===== src/rtl/reg_bus_arbiter.sv =====
// ---------------------------------------------------------------------------
// reg_bus_arbiter
//
// Shares one register-interface slave port between NumReq requesters using
// round-robin arbitration. A granted request is latched and driven to the
// slave until the slave returns ready. The response is then routed only to
// the owning requester. A watchdog turns a hung slave into an error response
// after TimeoutCycles BUSY cycles. TimeoutCycles = 0 disables the watchdog.
//
// The request and response structs are flattened into one port per field.
// Each port name is <struct port>_<field>. Per-requester fields are packed
// arrays indexed by requester number.
//
// Ports
//   clk_i, rst_ni        clock, asynchronous active-low reset
//   reg_req_i_*          requester requests (valid, write, addr, wdata, wstrb)
//   reg_rsp_o_*          requester responses (ready, rdata, error)
//   reg_req_o_*          request to the shared slave
//   reg_rsp_i_*          response from the shared slave
//   gnt_idx_o            index of the current or last granted requester
//   busy_o               high while a transaction is in flight
//   timeout_o            one-cycle pulse when a timeout response is issued
//   dbg_state_o          FSM state (0 = IDLE, 1 = BUSY)
//
// Handshake: a requester asserts valid with stable fields and keeps them until
// it sees ready. Ready is a single-cycle pulse that completes the transfer.
// The slave side follows the same rule: reg_req_o_valid stays high with
// stable fields until reg_rsp_i_ready is sampled high.
// ---------------------------------------------------------------------------
module reg_bus_arbiter #(
  parameter int NumReq        = 2,
  parameter int TimeoutCycles = 256,
  parameter int AddrWidth     = 32,
  parameter int DataWidth     = 32
) (
  input  logic                                   clk_i,
  input  logic                                   rst_ni,
  input  logic [NumReq-1:0]                      reg_req_i_valid,
  input  logic [NumReq-1:0]                      reg_req_i_write,
  input  logic [NumReq-1:0][AddrWidth-1:0]       reg_req_i_addr,
  input  logic [NumReq-1:0][DataWidth-1:0]       reg_req_i_wdata,
  input  logic [NumReq-1:0][DataWidth/8-1:0]     reg_req_i_wstrb,
  output logic [NumReq-1:0]                      reg_rsp_o_ready,
  output logic [NumReq-1:0][DataWidth-1:0]       reg_rsp_o_rdata,
  output logic [NumReq-1:0]                      reg_rsp_o_error,
  output logic                                   reg_req_o_valid,
  output logic                                   reg_req_o_write,
  output logic [AddrWidth-1:0]                   reg_req_o_addr,
  output logic [DataWidth-1:0]                   reg_req_o_wdata,
  output logic [DataWidth/8-1:0]                 reg_req_o_wstrb,
  input  logic                                   reg_rsp_i_ready,
  input  logic [DataWidth-1:0]                   reg_rsp_i_rdata,
  input  logic                                   reg_rsp_i_error,
  output logic [$clog2(NumReq)-1:0]              gnt_idx_o,
  output logic                                   busy_o,
  output logic                                   timeout_o,
  output logic                                   dbg_state_o
);

  localparam int IdxW  = $clog2(NumReq);
  localparam int StrbW = DataWidth / 8;
  // A zero-cycle timeout still needs a legal one-bit counter.
  localparam int CntW  = (TimeoutCycles > 0) ? $clog2(TimeoutCycles + 1) : 1;
  localparam logic [CntW-1:0] CntLast = CntW'((TimeoutCycles > 0) ? TimeoutCycles - 1 : 0);
  localparam logic [CntW-1:0] CntMax  = {CntW{1'b1}};

  typedef enum logic {S_IDLE = 1'b0, S_BUSY = 1'b1} state_t;

  state_t                r_state;
  state_t                w_state_nxt;
  logic                  r_write;
  logic [AddrWidth-1:0]  r_addr;
  logic [DataWidth-1:0]  r_wdata;
  logic [StrbW-1:0]      r_wstrb;
  logic [IdxW-1:0]       r_gnt_idx;
  logic [IdxW-1:0]       r_last_gnt;
  logic [CntW-1:0]       r_cnt;

  logic                  w_win_found;
  logic [IdxW-1:0]       w_win_idx;
  logic                  w_timeout;

  // Requester index k positions after base, wrapping at NumReq.
  function automatic logic [IdxW-1:0] rr_idx(input logic [IdxW-1:0] base, input int k);
    return IdxW'((int'(base) + k) % NumReq);
  endfunction

  // Search starts one past the last winner, so the last winner has lowest priority.
  always_comb begin
    w_win_found = 1'b0;
    w_win_idx   = '0;
    for (int k = 1; k <= NumReq; k++) begin
      if (!w_win_found && reg_req_i_valid[rr_idx(r_last_gnt, k)]) begin
        w_win_found = 1'b1;
        w_win_idx   = rr_idx(r_last_gnt, k);
      end
    end
  end

  // The slave's ready takes priority over the watchdog on the final cycle.
  assign w_timeout = (TimeoutCycles != 0) && (r_state == S_BUSY) &&
                     (r_cnt == CntLast) && !reg_rsp_i_ready;

  always_ff @(posedge clk_i or negedge rst_ni) begin
    if (!rst_ni) begin
      r_state    <= S_IDLE;
      r_write    <= 1'b0;
      r_addr     <= '0;
      r_wdata    <= '0;
      r_wstrb    <= '0;
      r_gnt_idx  <= '0;
      r_last_gnt <= IdxW'(NumReq - 1);
      r_cnt      <= '0;
    end else begin
      r_state <= w_state_nxt;
      if (r_state == S_IDLE && w_win_found) begin
        r_write    <= reg_req_i_write[w_win_idx];
        r_addr     <= reg_req_i_addr[w_win_idx];
        r_wdata    <= reg_req_i_wdata[w_win_idx];
        r_wstrb    <= reg_req_i_wstrb[w_win_idx];
        r_gnt_idx  <= w_win_idx;
        r_last_gnt <= w_win_idx;
        r_cnt      <= '0;
      end else if (r_state == S_BUSY && r_cnt != CntMax) begin
        r_cnt <= r_cnt + CntW'(1);
      end
    end
  end

  always_comb begin
    w_state_nxt     = r_state;
    reg_req_o_valid = 1'b0;
    reg_req_o_write = 1'b0;
    reg_req_o_addr  = '0;
    reg_req_o_wdata = '0;
    reg_req_o_wstrb = '0;
    reg_rsp_o_ready = '0;
    reg_rsp_o_rdata = '0;
    reg_rsp_o_error = '0;
    timeout_o       = 1'b0;
    case (r_state)
      S_IDLE: begin
        if (w_win_found) w_state_nxt = S_BUSY;
      end
      S_BUSY: begin
        reg_req_o_valid = 1'b1;
        reg_req_o_write = r_write;
        reg_req_o_addr  = r_addr;
        reg_req_o_wdata = r_wdata;
        reg_req_o_wstrb = r_wstrb;
        if (reg_rsp_i_ready) begin
          reg_rsp_o_ready[r_gnt_idx] = 1'b1;
          reg_rsp_o_rdata[r_gnt_idx] = reg_rsp_i_rdata;
          reg_rsp_o_error[r_gnt_idx] = reg_rsp_i_error;
          w_state_nxt                = S_IDLE;
        end else if (w_timeout) begin
          reg_rsp_o_ready[r_gnt_idx] = 1'b1;
          reg_rsp_o_error[r_gnt_idx] = 1'b1;
          timeout_o                  = 1'b1;
          w_state_nxt                = S_IDLE;
        end
      end
      default: w_state_nxt = S_IDLE;
    endcase
  end

  assign gnt_idx_o   = r_gnt_idx;
  assign busy_o      = (r_state == S_BUSY);
  assign dbg_state_o = r_state;

endmodule


===== config.mk =====
export PLATFORM = sky130hd
export DESIGN_NAME = reg_bus_arbiter
export DESIGN_NICKNAME = d
export VERILOG_FILES = /design/src/rtl/reg_bus_arbiter.sv
export SDC_FILE = /design/constraint.sdc
export NUM_CORES = 1
export LEC_CHECK = 0
export CELL_PAD_IN_SITES_DETAIL_PLACEMENT = 1
export CELL_PAD_IN_SITES_GLOBAL_PLACEMENT = 1
export CORE_MARGIN = 5
export CORE_UTILIZATION = 23
export CTS_CLUSTER_DIAMETER = 40
export DETAILED_ROUTE_END_ITERATION = 10
export PLACE_DENSITY_LB_ADDON = 0.1
export REMOVE_ABC_BUFFERS = 1
export SLEW_MARGIN = 20
export SYNTH_ARGS = -nofsm -noshare
export SYNTH_HDL_FRONTEND = slang
export SYNTH_SLANG_ARGS = --single-unit

===== constraint.sdc =====
create_clock -name clk_i -period 1.9 [get_ports clk_i]
set_input_delay 0.38 -clock clk_i [delete_from_list [all_inputs] [get_ports clk_i]]
set_output_delay 0.38 -clock clk_i [all_outputs]
set_load 0.02 [all_outputs]

Word-level counts from Yosys, hierarchy flattened
Cells that the tools add are included.

Output and inout bits: 142. Bits of input ports: 176. Flip-flop bits (word level): 81.

Equality and inequality tests: 2. Bitwise logic cells: 3. Order comparisons: 5. Multiplexer cells: 41. Reduce and logical (&&, ||, !) cells: 9. Add/subtract/negate cells: 3.

Operators with widths (count): $mux 32 (7); $mux 64 (2); $and 64x64->64 (1); $demux 32 s1 (1); $mux 1 (19); $mux 9 (2); $mux 4 (3); $mux 2 (5); $add 9x1->9 const B (1); $eq 9x8->1 const B (1); $ne 9x9->1 const B (1); $lt 1x2->1 const B (4); $logic_and 1x1->1 (6); $add 1x1->1 const B (2); $and 2x2->2 (1); $logic_not 1->1 (2); $pmux 1 s2 (1); $reduce_bool 2->1 (1); $demux 1 s1 (1); $ge 1x1->1 const B (1); $not 1->1 (1).

Depth between registers and ports, before layout
Word-level depth: 9. Mapped depth: 8. Depth with buffers taken out: 7.

Worst setup path before layout
Ideal clock, no wire load.

Path type: register -> output. Start: register r_state (netlist: busy_o). End: output timeout_o. Data arrival time: 1471 ps. Path slack: 49 ps. Stages on the path, launching flop included: 5. Data required time: 1520 ps. Cells stage by stage: dfrtp_1 > buf_4 > buf_2 > inv_1 > nor3b_1.

Longest elaborated chain between the ends: 5.

RTL lines: start, declared (line 69) `state_t r_state;`; start signal, assigned (line 115) `r_state <= w_state_nxt;`; $logic_and 1x1->1 (line 101) `assign w_timeout = (TimeoutCycles != 0) && (r_state == S_BUSY) &&`; $logic_and 1x1->1 (line 102) `(r_cnt == CntLast) && !reg_rsp_i_ready;`; $mux 1 (line 156) `end else if (w_timeout) begin`; $mux 1 (line 151) `if (reg_rsp_i_ready) begin`; $mux 1 (*) (line 141) `case (r_state)`; end, declared (line 56) `output logic timeout_o,`.

Every way passes the cells marked *; elsewhere a longest branch is shown, timed or not.

Worst setup path after layout
Start: register r_cnt[1]. End: output reg_rsp_o_error[1].

Longest elaborated chain between the ends: 6.

RTL lines: start, declared (line 77) `logic [CntW-1:0] r_cnt;`; start signal, assigned (line 125) `r_cnt <= r_cnt + CntW'(1);`; $eq 9x8->1 (line 102); $logic_and 1x1->1 (line 101); $logic_and 1x1->1 (line 102); $mux 2 (line 156); $mux 2 (line 151); $mux 2 (line 141); end, declared (line 45) `output logic [NumReq-1:0] reg_rsp_o_error,`.

Every way passes these cells.

==> flow_metrics.env <==
export IMPL_synthArstFlopShare_pct=100
export IMPL_switching_share_pct=35.7
export IMPL_synth_warning_count=0
export IMPL_maximum_number_of_pins_on_one_net_before_global_route_repair=54
export IMPL_yosysMostFrequentCell="nand2_1"
export IMPL_areaGrowthSynthToFinish_pct=80.0
export IMPL_power_switching_mw=2.61
export IMPL_cp_max_fo=3
export IMPL_design_die_area_sq_um=23600
export IMPL_synthDistinctLibCells=32
export IMPL_cts_made_buffers=9
export IMPL_min_period_over_period_pct=105
export IMPL_synth_largest_area_cell="dfrtp_1"
export IMPL_finish_cell_count_without_fillers=1160
export IMPL_drc=0
export IMPL_cts_root_buffer="clkbuf_16"
export IMPL_seqPwrFrac_pct=32.1
export IMPL_criticalPathCategory="flop to output pin"
export IMPL_synth_seq_cells=81
export IMPL_synthCells=556
export IMPL_synthFlopType="dfrtp_1"
export IMPL_initial_utilization_pct=23.4
export IMPL_synth_edff_count=0
export IMPL_buffer_depth_of_the_longest_clock_path=2
export IMPL_fmax_ghz=0.501
export IMPL_timing_final_crit_period_ns=2.00
export IMPL_timing_hold_worst_class="flop to flop"
export IMPL_worst_path_most_repeated_cell="ha_4"
export IMPL_setup_viol=5
export IMPL_routed_via_count=5045
export IMPL_p_leak_nw=4.03
export IMPL_dieWidth_microns=154
export IMPL_post_layout_total_power_mw=7.30
export IMPL_critical_path_startpoint_type="flop"
export IMPL_die_height_microns=154
export IMPL_finalWeightedCongestion=0.862
export IMPL_synth_area_top_cells="dfrtp_1 42%, mux2i_1 15%, and2_1 9.1%, nand2_1 8.3%, o21ai_0 6.5%"
export IMPL_clkSlewWorstSetupHoldPaths_ns=0.07
export IMPL_max_stage_delay_ns=0.41
export IMPL_grt_antenna_before_repair=0
export IMPL_cellInternalPower_mw=4.70
export IMPL_preCtsSetupSlack_ns=-0.438
export IMPL_vdd_ir_drop_max_mv=0.416
export IMPL_placement_cell_area_sq_um=8380
export IMPL_yosys_top_cells_count="105 x nand2_1, 80 x dfrtp_1, 74 x nor2_1, 71 x mux2i_1, 69 x and2_1"
export IMPL_post_route_ant_nets=0
export IMPL_totalWireLength_microns=19700
export IMPL_avgViaCountPerCell=4.35
export IMPL_initialDrtViolationCount=104
export IMPL_proportion_of_layout_cells_with_a_drive_suffix_above_1_pct=26.7
export IMPL_timing_critical_path_arrival_ns=1.62
export IMPL_globalRouteTotalUtil_pct=16.1
export IMPL_clkPwrFrac_pct=24.0
export IMPL_final_max_slew_violation_count=0
export IMPL_final_setup_worst_slack_ns=-0.0969
export IMPL_rsz0062_at_grt="true"
export IMPL_placed_cells_incl_taps=1132
export IMPL_maxSlewHeadroom_pct=69.8
export IMPL_final_fill_count=2385
export IMPL_clock_latency_ns=0.34
export IMPL_antenna_cells=0
export IMPL_average_detailed_routed_wire_length_per_instance_microns=17.0
export IMPL_first_global_vias=5677
export IMPL_worstPathCellList="ha_4 -> nand3_4 -> nor2_4 -> ha_4 -> mux2i_2 -> nor2_1 -> buf_4"
export IMPL_drt_pass1_iterations=4
export IMPL_transition_time_at_the_pin_with_the_least_slew_margin_ns=0.452
export IMPL_fin_worst_skew_ns=0.00566
export IMPL_postLayoutCellArea_sq_um=8550
export IMPL_cap_violations=0
export IMPL_port_buffers=317
export IMPL_comb_power_share_pct=44.0
export IMPL_cp_data_required_time_ns=1.52
export IMPL_wire_length_of_the_first_global_routing_pass_microns=30600
export IMPL_nNetsFinal=1065
export IMPL_violations="setup timing"
export IMPL_synth_seq_area_share_pct=42.7
export IMPL_outcome="complete, but fails checks"
export IMPL_core_area_sq_um=20300
export IMPL_avg_synthesized_cell_area_sq_um=8.54
export IMPL_std_cell_rows=52
export IMPL_boundary_pin_count=318
export IMPL_htreeDepth=3
export IMPL_synth_area_sq_um=4750
export IMPL_crit_slowest_cell="dfrtp_1"
export IMPL_synth_largest_type_area_fraction_pct=42.1
export IMPL_clkSinkCount=81
export IMPL_end_kind="output pin"
export IMPL_tritoncts="yes"
export IMPL_detailedPlacementHpwl_microns=15400
export IMPL_grt_overflow_total=0
export IMPL_timing_final_hold_violations=0
export IMPL_powerDensity_nw_per_um2=854
## worst max-delay path: cells and delay by family (launching register included)
kind                       cells  cell delay [ns]
muxes                          1             0.17
buffers and inverters          1             0.16
DFF                            1             0.41
adders and majority gates      2             0.36
and+or+nand+nor                3             0.19
## cell families after synthesis
logic type      after synthesis  synth area share [%]
simple gates                266                  25.7
compound gates               86                  9.48
flops                        81                  42.7
mux                          71                  15.0
buf+inv                      48                  6.22
fa+ha+maj                     3                 0.790
xor+xnor                      1                 0.184
## layout make-up
| cell class | count | area (sq um) | area share (%) |
|---|---|---|---|
| sequential | 81 | 2030 | 23.7 |
| clock buffer | 9 | 225 | 2.63 |
| clock inverter | 6 | 68.8 | 0.805 |
| multi-input combinational | 427 | 2580 | 30.2 |
| timing repair buffer | 363 | 3290 | 38.5 |
| tap | 270 | 338 | 3.95 |
| inverter | 4 | 15.0 | 0.176 |
## metal layers
layer	up-vias	share of wire, %	global-route usage [%]
met1	2346	39	18.2
met5	-	0	0
met2	215	51	28.5
met4	0	0.73	2.86
met3	7	9.6	6.80
li1	2477	-	-
## placed cells by master (no fill, tap or decap), types with 4 or more instances in the layout
| cell | instances |
|---|---|
| clkdlybuf4s50_1 | 173 |
| clkinvlp_4 | 4 |
| buf_12 | 10 |
| buf_2 | 58 |
| nor2_2 | 5 |
| mux2i_1 | 70 |
| inv_1 | 4 |
| and2_4 | 17 |
| o21ai_0 | 62 |
| clkbuf_16 | 11 |
| nand3_1 | 5 |
| buf_6 | 24 |
| a21oi_1 | 5 |
| o21ai_1 | 13 |
| buf_4 | 58 |
| nor2_1 | 67 |
| nand2_1 | 102 |
| dfrtp_1 | 79 |
| and2_1 | 52 |
| clkbuf_2 | 28 |
| buf_16 | 4 |
## registers in the layout (all words and copies together) (netlist names)
signal,count
r_wdata,32
r_cnt,9
r_addr,32
gnt_idx_o,1
r_wstrb,4
r_write,1
r_last_gnt,1
busy_o,1
## path summary, 6_finish.rpt
kind / depth (start not counted) / slack, ns / startpoint / to
min in group asynchronous: 2 / 0.51 / rst_ni / r_wdata[10]
hold / removal: 2 / 0.47 / r_addr[23] / r_addr[23]
hold reg to reg: 2 / 0.47 / r_addr[23] / r_addr[23]
setup reg to reg: 8 / 0.07 / r_cnt[1] / r_cnt[3]
setup / recovery: 7 / -0.1 / r_cnt[1] / reg_rsp_o_error[1]
max in group asynchronous: 3 / 0.82 / rst_ni / r_addr[25]
## per-stage QoR
stage / util, % / hold slack [ns] / setup TNS, ns
3_3_place_gp: 41.3 / 0.331 / -26.02
3_5_place_dp: 41.3 / 0.338 / -27.18
5_1_grt: 42.1 / 0.498 / -0.843
6_report: 42.1 / 0.471 / -0.311
4_1_cts: 41.7 / 0.479 / -4.68
2_1_floorplan: - / 0.0844 / -261.27
## timing repair
item / CTS / global route
buffers inserted: 7 / 2
hold endpoints to repair: 25 / 0
pin swaps: 5 / 10
cloned: 2 / 3
endpoints found under the setup margin: 141 / 114
resized for setup: 563 / 98
hold buffers: 1 / 0
## power groups by stage
| stage | clock (mW) | sequential (mW) | combinational (mW) |
|---|---|---|---|
| 2_1_floorplan | 0 | 2.35 | 1.50 |
| 3_3_place_gp | 0 | 2.33 | 3.18 |
| 3_5_place_dp | 0 | 2.36 | 3.24 |
| 4_1_cts | 1.83 | 2.34 | 3.20 |
| 5_1_grt | 1.89 | 2.39 | 3.51 |
| 6_report | 1.75 | 2.34 | 3.21 |
Note: power is estimated with default switching activity, not from simulation.
